**config.mk**
```make
export PLATFORM = sky130hd
export DESIGN_NAME = wb_stage
export DESIGN_NICKNAME = d
export VERILOG_FILES = /design/src/rtl/riscv_wb_pkg.sv /design/src/rtl/wb_stage_load_ext.sv /design/src/rtl/wb_stage.sv
export SDC_FILE = /design/constraint.sdc
export NUM_CORES = 1
export LEC_CHECK = 0
export ABC_AREA = 1
export BUFFER_PORTS_ARGS = -buffer_cell sky130_fd_sc_hd__buf_2
export CORE_UTILIZATION = 45
export CTS_BUF_LIST = sky130_fd_sc_hd__clkbuf_16
export DETAILED_ROUTE_END_ITERATION = 16
export PLACE_DENSITY = 0.75
export SLEW_MARGIN = 15
export SYNTH_ARGS = -nofsm -noshare
export SYNTH_HDL_FRONTEND = slang
export SYNTH_HIERARCHICAL = 1
export SYNTH_SLANG_ARGS = --single-unit
```
**constraint.sdc**
```tcl
create_clock -name clk -period 1.6 [get_ports clk]
set_input_delay 0.08 -clock clk [delete_from_list [all_inputs] [get_ports clk]]
set_output_delay 0.08 -clock clk [all_outputs]
set_load 0.1 [all_outputs]
```
**src/rtl/riscv_wb_pkg.sv**
```systemverilog
// Shared write-back definitions: write-type encoding and datapath defaults.
// Optional instret counter in wb_stage is enabled by WB_INSTRET_EN.
package riscv_wb_pkg;

  localparam int DEF_XLEN   = 32;
  localparam int DEF_REG_AW = 5;

  typedef enum logic [2:0] {
    NOREGWRITE = 3'd0,
    LB         = 3'd1,
    LH         = 3'd2,
    LW         = 3'd3,
    LBU        = 3'd4,
    LHU        = 3'd5
  } wr_type_e;

endpackage

```
**src/rtl/wb_stage_load_ext.sv**
```systemverilog
// Load-data lane select and sign/zero extension.
// Purely combinational; codes 6-7 yield zero like NOREGWRITE.
module load_ext
  import riscv_wb_pkg::*;
#(
  parameter int XLEN = DEF_XLEN
) (
  input  logic [XLEN-1:0] word,
  input  logic [1:0]      off,
  input  logic [2:0]      typ,
  output logic [XLEN-1:0] ext
);

  logic [7:0]  b;
  logic [15:0] h;

  assign b = word[{off, 3'b000} +: 8];
  assign h = off[1] ? word[31:16] : word[15:0];

  always_comb begin
    ext = '0;
    unique case (1'b1)
      (typ == LB):  ext = {{(XLEN-8){b[7]}}, b};
      (typ == LBU): ext = {{(XLEN-8){1'b0}}, b};
      (typ == LH):  ext = {{(XLEN-16){h[15]}}, h};
      (typ == LHU): ext = {{(XLEN-16){1'b0}}, h};
      (typ == LW):  ext = word;
      default:      ext = '0;
    endcase
  end

endmodule

```
**src/rtl/wb_stage.sv**
```systemverilog
// MEM/WB boundary register, cache-word hold across stalls, write port 3.
// Define WB_INSTRET_EN to add the 64-bit retired-instruction counter.
module wb_stage
  import riscv_wb_pkg::*;
#(
  parameter int XLEN   = DEF_XLEN,
  parameter int REG_AW = DEF_REG_AW
) (
  input  logic              clk,
  input  logic              rst,
  input  logic              stall_w,
  input  logic              flush_w,
  input  logic [2:0]        reg_write_m,
  input  logic              mem_to_reg_m,
  input  logic [REG_AW-1:0] rd_m,
  input  logic [XLEN-1:0]   alu_out_m,
  input  logic [XLEN-1:0]   dm_rdata,
  output logic [REG_AW-1:0] A3,
  output logic [XLEN-1:0]   WD3,
  output logic [2:0]        WE3,
  output logic              fwd_valid_w,
  output logic [XLEN-1:0]   fwd_data_w
`ifdef WB_INSTRET_EN
  ,
  output logic [63:0]       instret
`endif
);

  logic [2:0]        reg_write_w;
  logic              mem_to_reg_w;
  logic [REG_AW-1:0] rd_w;
  logic [XLEN-1:0]   alu_out_w;
  logic              hold_valid;
  logic [XLEN-1:0]   hold_data;
  logic [XLEN-1:0]   mem_word;
  logic [XLEN-1:0]   ext;

  always_ff @(posedge clk) begin
    if (rst || flush_w) begin
      reg_write_w  <= '0;
      mem_to_reg_w <= 1'b0;
      rd_w         <= '0;
      alu_out_w    <= '0;
      hold_valid   <= 1'b0;
      hold_data    <= '0;
    end else if (stall_w) begin
      // The cache word is only valid on the first stalled cycle.
      if (!hold_valid) begin
        hold_data  <= dm_rdata;
        hold_valid <= 1'b1;
      end
    end else begin
      reg_write_w  <= reg_write_m;
      mem_to_reg_w <= mem_to_reg_m;
      rd_w         <= rd_m;
      alu_out_w    <= alu_out_m;
      hold_valid   <= 1'b0;
    end
  end

  assign mem_word = hold_valid ? hold_data : dm_rdata;

  load_ext #(.XLEN(XLEN)) u_ext (
    .word (mem_word),
    .off  (alu_out_w[1:0]),
    .typ  (reg_write_w),
    .ext  (ext)
  );

  assign A3          = rd_w;
  assign WE3         = reg_write_w;
  assign WD3         = mem_to_reg_w ? ext : alu_out_w;
  assign fwd_valid_w = (reg_write_w != 3'd0) && (rd_w != '0);
  assign fwd_data_w  = WD3;

`ifdef WB_INSTRET_EN
  logic        valid_w;
  logic [63:0] cnt;

  always_ff @(posedge clk) begin
    if (rst) begin
      valid_w <= 1'b0;
      cnt     <= '0;
    end else begin
      if (valid_w && !stall_w)
        cnt <= cnt + 64'd1;
      if (flush_w)
        valid_w <= 1'b0;
      else if (!stall_w)
        valid_w <= 1'b1;
    end
  end

  assign instret = cnt;
`endif

endmodule
```
After elaboration in Yosys (flattened, before gate mapping)
Cells that the tools add are included.
Widths: inputs -> output; s select.
{"block": "totals", "word_cells": 21, "input_bits": 77, "output_inout_bits": 73, "regBits": 74}
{"block": "op_classes", "n_eq_ne": 5, "shifts": 1, "muxes": 5, "reduce_logical": 4}
{"cell": "$pmux 32 s5", "count": 1}
{"cell": "$mux 32", "count": 2}
{"cell": "$shiftx 32x6->8", "count": 1}
{"cell": "$mux 16", "count": 1}
{"cell": "$eq 3x2->1 const B", "count": 2}
{"cell": "$eq 3x3->1 const B", "count": 2}
{"cell": "$reduce_bool 5->1", "count": 1}
{"cell": "$eq 3x1->1 const B", "count": 1}
{"cell": "$reduce_bool 3->1", "count": 1}
{"cell": "$logic_and 1x1->1", "count": 1}
{"cell": "$logic_or 1x1->1", "count": 1}
{"cell": "$mux 1", "count": 1}

Depth between registers and ports, before layout
{"block": "depth", "ltp_word": 4, "ltp_mapped": 15, "ltp_nobuf": 11}

Cells and area by module
Netlist, hierarchy kept.
{"mod": "wb_stage", "cells_each": 634, "seq_area_each_um2": 1481.4, "n_inst": 1, "area_per_inst_um2": 3933.8}
{"mod": "load_ext", "cells_each": 194, "seq_area_each_um2": 0.0, "n_inst": 1, "area_per_inst_um2": 860.8}

Worst setup path before layout
Ideal clock, no wire load.
{"block": "synth_path", "kind": "register to output", "from": "register reg_write_w[1], in the netlist WE3[1]", "to": "output port fwd_data_w[23]", "setup_slack_ns": -1.966, "n_path_buf": 2, "arrival_ns": 3.486, "path_stages_with_launch": 12, "required_ns": 1.520, "cell_sequence": "dfxtp_1 -> inv_1 -> nand3_1 -> inv_1 -> nand3_4 -> nand2_4 -> inv_4 -> buf_8 -> nand2_2 -> nand2_1 -> o21ai_0 -> buf_4"}
{"block": "synth_via", "elab_chain_cells": 3}
{"element": "from (decl)", "line_no": "wb_stage.sv:29", "source": "logic [2:0] reg_write_w;"}
{"element": "from (signal assigned)", "line_no": "wb_stage.sv:53", "source": "reg_write_w <= reg_write_m;"}
{"element": "$eq 3x2->1 (tied with other cells)", "line_no": "wb_stage_load_ext.sv:27", "source": "(typ == LW): ext = word;"}
{"element": "$pmux 32 s5 (*)", "line_no": "wb_stage_load_ext.sv:22", "source": "unique case (1'b1)"}
{"element": "net ext[23]", "line_no": "wb_stage.sv:36", "source": "logic [XLEN-1:0] ext;"}
{"element": "$mux 32 (*)", "line_no": "wb_stage.sv:72", "source": "assign WD3 = mem_to_reg_w ? ext : alu_out_w;"}
{"element": "to (decl)", "line_no": "wb_stage.sv:22", "source": "output logic [XLEN-1:0] fwd_data_w"}
The timed path passes the listed nets; every way through them passes the cells marked *.

Worst setup path after layout
{"block": "layout_path", "from": "register hold_valid", "to": "output port WD3[0]"}
{"block": "layout_via", "elab_chain_cells": 4}
{"element": "from (decl)", "line_no": "wb_stage.sv:33", "source": "logic hold_valid;"}
{"element": "from (signal assigned)", "line_no": "wb_stage.sv:44", "source": "hold_valid <= 1'b0;"}
{"element": "from (signal assigned)", "line_no": "wb_stage.sv:50", "source": "hold_valid <= 1'b1;"}
{"element": "from (signal assigned)", "line_no": "wb_stage.sv:57", "source": "hold_valid <= 1'b0;"}
{"element": "$mux 32"}
{"element": "net mem_word[8]", "line_no": "wb_stage.sv:35", "source": "logic [XLEN-1:0] mem_word;"}
{"element": "$shiftx 32x6->8", "line_no": "wb_stage_load_ext.sv:17", "source": "assign b = word[{off, 3'b000} +: 8];"}
{"element": "$pmux 32 s5", "line_no": "wb_stage_load_ext.sv:22"}
{"element": "net ext[0]", "line_no": "wb_stage.sv:36"}
{"element": "$mux 32", "line_no": "wb_stage.sv:72"}
{"element": "to (decl)", "line_no": "wb_stage.sv:19", "source": "output logic [XLEN-1:0] WD3,"}
The timed path passes the listed nets, and every way through them passes these cells.

==> flow_metrics.tcl <==
set metrics [dict create \
    outcome "finished with violations" \
    violations "hold timing, setup timing" \
    grt_max_degree 78 \
    synth_nets 905 \
    avgSynthCellArea_um2 5.791 \
    fp.dieH_um 105.2 \
    synthFlopType "dfxtp_1" \
    grt_use_total_pct 30.39 \
    arrival_ns 2.05 \
    pre_cts_ws_ns -0.2933 \
    ys_seq_area_share_pct 30.90 \
    setup_ws_ns -0.5327 \
    insertedDiodeCount 0 \
    postLayoutCoreUtil_pct 79.28 \
    syn_inst 828 \
    wl_um 16790 \
    slew_viol_final 0 \
    start_util_pct 46.44 \
    hold_slack_ns -0.009718 \
    viasPerCell 5.096 \
    post-synth-top-area-cell "dfxtp_1" \
    grt_pass1_wl_um 26860 \
    gp_congestion 0.9176 \
    io_buffers 149 \
    worst_hold_path.num_cells 3 \
    rows 37 \
    yosys.area.top_type_share_pct 30.90 \
    worstSetupPathType "register to output port" \
    syn_to_final_growth_pct 70.69 \
    grt_pass1_vias 5605 \
    vias 5917 \
    dr.pass1.iters 5 \
    finalPower_uw 6034 \
    fin_crit_sh_pct 133.3 \
    synth_warnings 6 \
    min_path_type "primary input to register" \
    cp_max_fo 16 \
    grt-ovfl-total 0 \
    clkTransAtPathRegs_ns 0.06 \
    clock_sinks 74 \
    period_needed_ns 2.133 \
    coreArea_um2 10320 \
    nets 1097 \
    wl_per_cell_um 14.46 \
    tns_ns -29.91 \
    htreeDepth 3 \
    worst_pin_slew_ns 0.4894 \
    rsz0062_at_grt "true" \
    clock_path_buffers 2 \
    setup-violations-final 64 \
    drc 0 \
    dieArea_um2 11070 \
    hold_viol_final 1 \
    ant_nets 0 \
    drive_gt1_share_pct 37.95 \
    drv_cap 0 \
    fmax_mhz 468.9 \
    vdd_drop_max_mv 0.5869 \
    reg2regPathDepth 7 \
    ys_types 22 \
    n_fill_cell 665 \
    cts-root-buf "clkbuf_16" \
    relSlewSlack_pct 67.60 \
    die_w_um 105.2 \
    startpoint_type "register" \
    cts_tree "built" \
    ys_ff_latch 74 \
    ios 150 \
    required_ns 1.52 \
    power_leakage_uw 0.004042 \
    dpl.hpwl_um 11110 \
    drt_iter0_markers 485 \
    cp-end-kind "output port" \
    cts_buffers 9 \
    synth.most_common_cell "nand2_1" \
    insertion_delay_ns 0.34 \
    antenna_found_initial 0 \
    synth-edff-count 0 \
    powerDensity_nw_per_um2 737.3 \
    netlist_top_cells_count "340 x nand2_1, 92 x inv_1, 82 x nor2_1, 74 x dfxtp_1, 51 x nand3_1" \
    async_flop_share_pct 0 \
    synth_area_leaders "dfxtp_1 31%, nand2_1 27%, inv_1 7.2%" \
    netlist_area_um2 4795 \
    fin_skew_ns 0.006685 \
]
==> path summary, 6_finish.rpt <==
path	to	slack, ns	start
worst max-delay path	WD3[0]	-0.53	hold_valid
worst min-delay path	alu_out_w[1]	-0.01	alu_out_m[1]
worst max register to register	hold_data[27]	0.46	hold_valid
worst min register to register	alu_out_w[4]	0.47	alu_out_w[4]
==> worst max-delay path: stages, from the launching register on <==
cell     delay [ns]
dfxtp_4        0.40
buf_6          0.18
nand2_1        0.10
nand2_2        0.11
inv_1          0.06
nand2_1        0.08
nand2_1        0.05
nor2_1         0.08
a21oi_1        0.07
nand2_1        0.13
nand2_2        0.10
o21ai_4        0.12
buf_12         0.21
==> sequential cells by signal, summed over array words and instances (netlist names) <==
name,flops
A3,5
WE3,3
alu_out_w,32
hold_data,32
hold_valid,1
mem_to_reg_w,1
==> layout by cell type (no fill, tap or decap), types with 7 or more instances in the layout <==
cell / instances
buf_12: 70
clkbuf_16: 9
buf_4: 66
dlygate4sd3_1: 31
nand3_4: 7
nand3_1: 42
o21ai_4: 32
nand2_2: 75
buf_2: 84
dfxtp_1: 64
nand2_1: 270
inv_1: 91
a21oi_1: 47
nor2_1: 82
==> power breakdown <==
group          switching [uW]  internal (uW)  leakage, uW
Combinational            1070            638      0.00327
Clock                     838           1520     0.000167
Sequential               53.8           1910     0.000610
Total                    1970           4070      0.00404
==> final cells by class <==
class                      instances  area (um2)  share of cell area, %
timing repair inverter             1       8.758                 0.1070
tap                              136       170.2                  2.079
sequential                        74        1506                  18.41
timing repair buffer             256        2684                  32.79
clock inverter                     7       118.9                  1.452
multi-input combinational        579        3082                  37.65
inverter                          99       389.1                  4.755
clock buffer                       9       225.2                  2.752
==> cell families after synthesis <==
family | after synthesis | synth area share [%]
compound gates | 88 | 9.186
simple gates | 491 | 41.28
flops | 74 | 30.90
buf+inv | 175 | 18.63
==> timing repair <==
item | CTS | global route
buffers inserted | 12 | 1
gates resized for setup | 63 | 8
pin swaps | 17 | 7
gates cloned | 1 | 0
endpoints found under the setup margin | 64 | 64
hold buffers | 31 | 0
endpoints found under the hold margin | 31 | 0
==> stage by stage <==
step	instance area (um2)	cells
3_3_place_gp	7199	1100
4_1_cts	8160	1160
3_5_place_dp	7199	1100
5_1_grt	8184	1161
2_1_floorplan	5733	828
6_report	8184	1161
==> per-layer routing <==
layer / vias up / track usage, % / part of all wire, %
met5: - / 0 / 0
met4: 0 / 11.67 / 2.9
met3: 52 / 7.050 / 7.3
met2: 276 / 54.14 / 50
met1: 2718 / 35.09 / 40
li1: 2871 / - / -
Note: power is estimated with default switching activity, not from simulation.
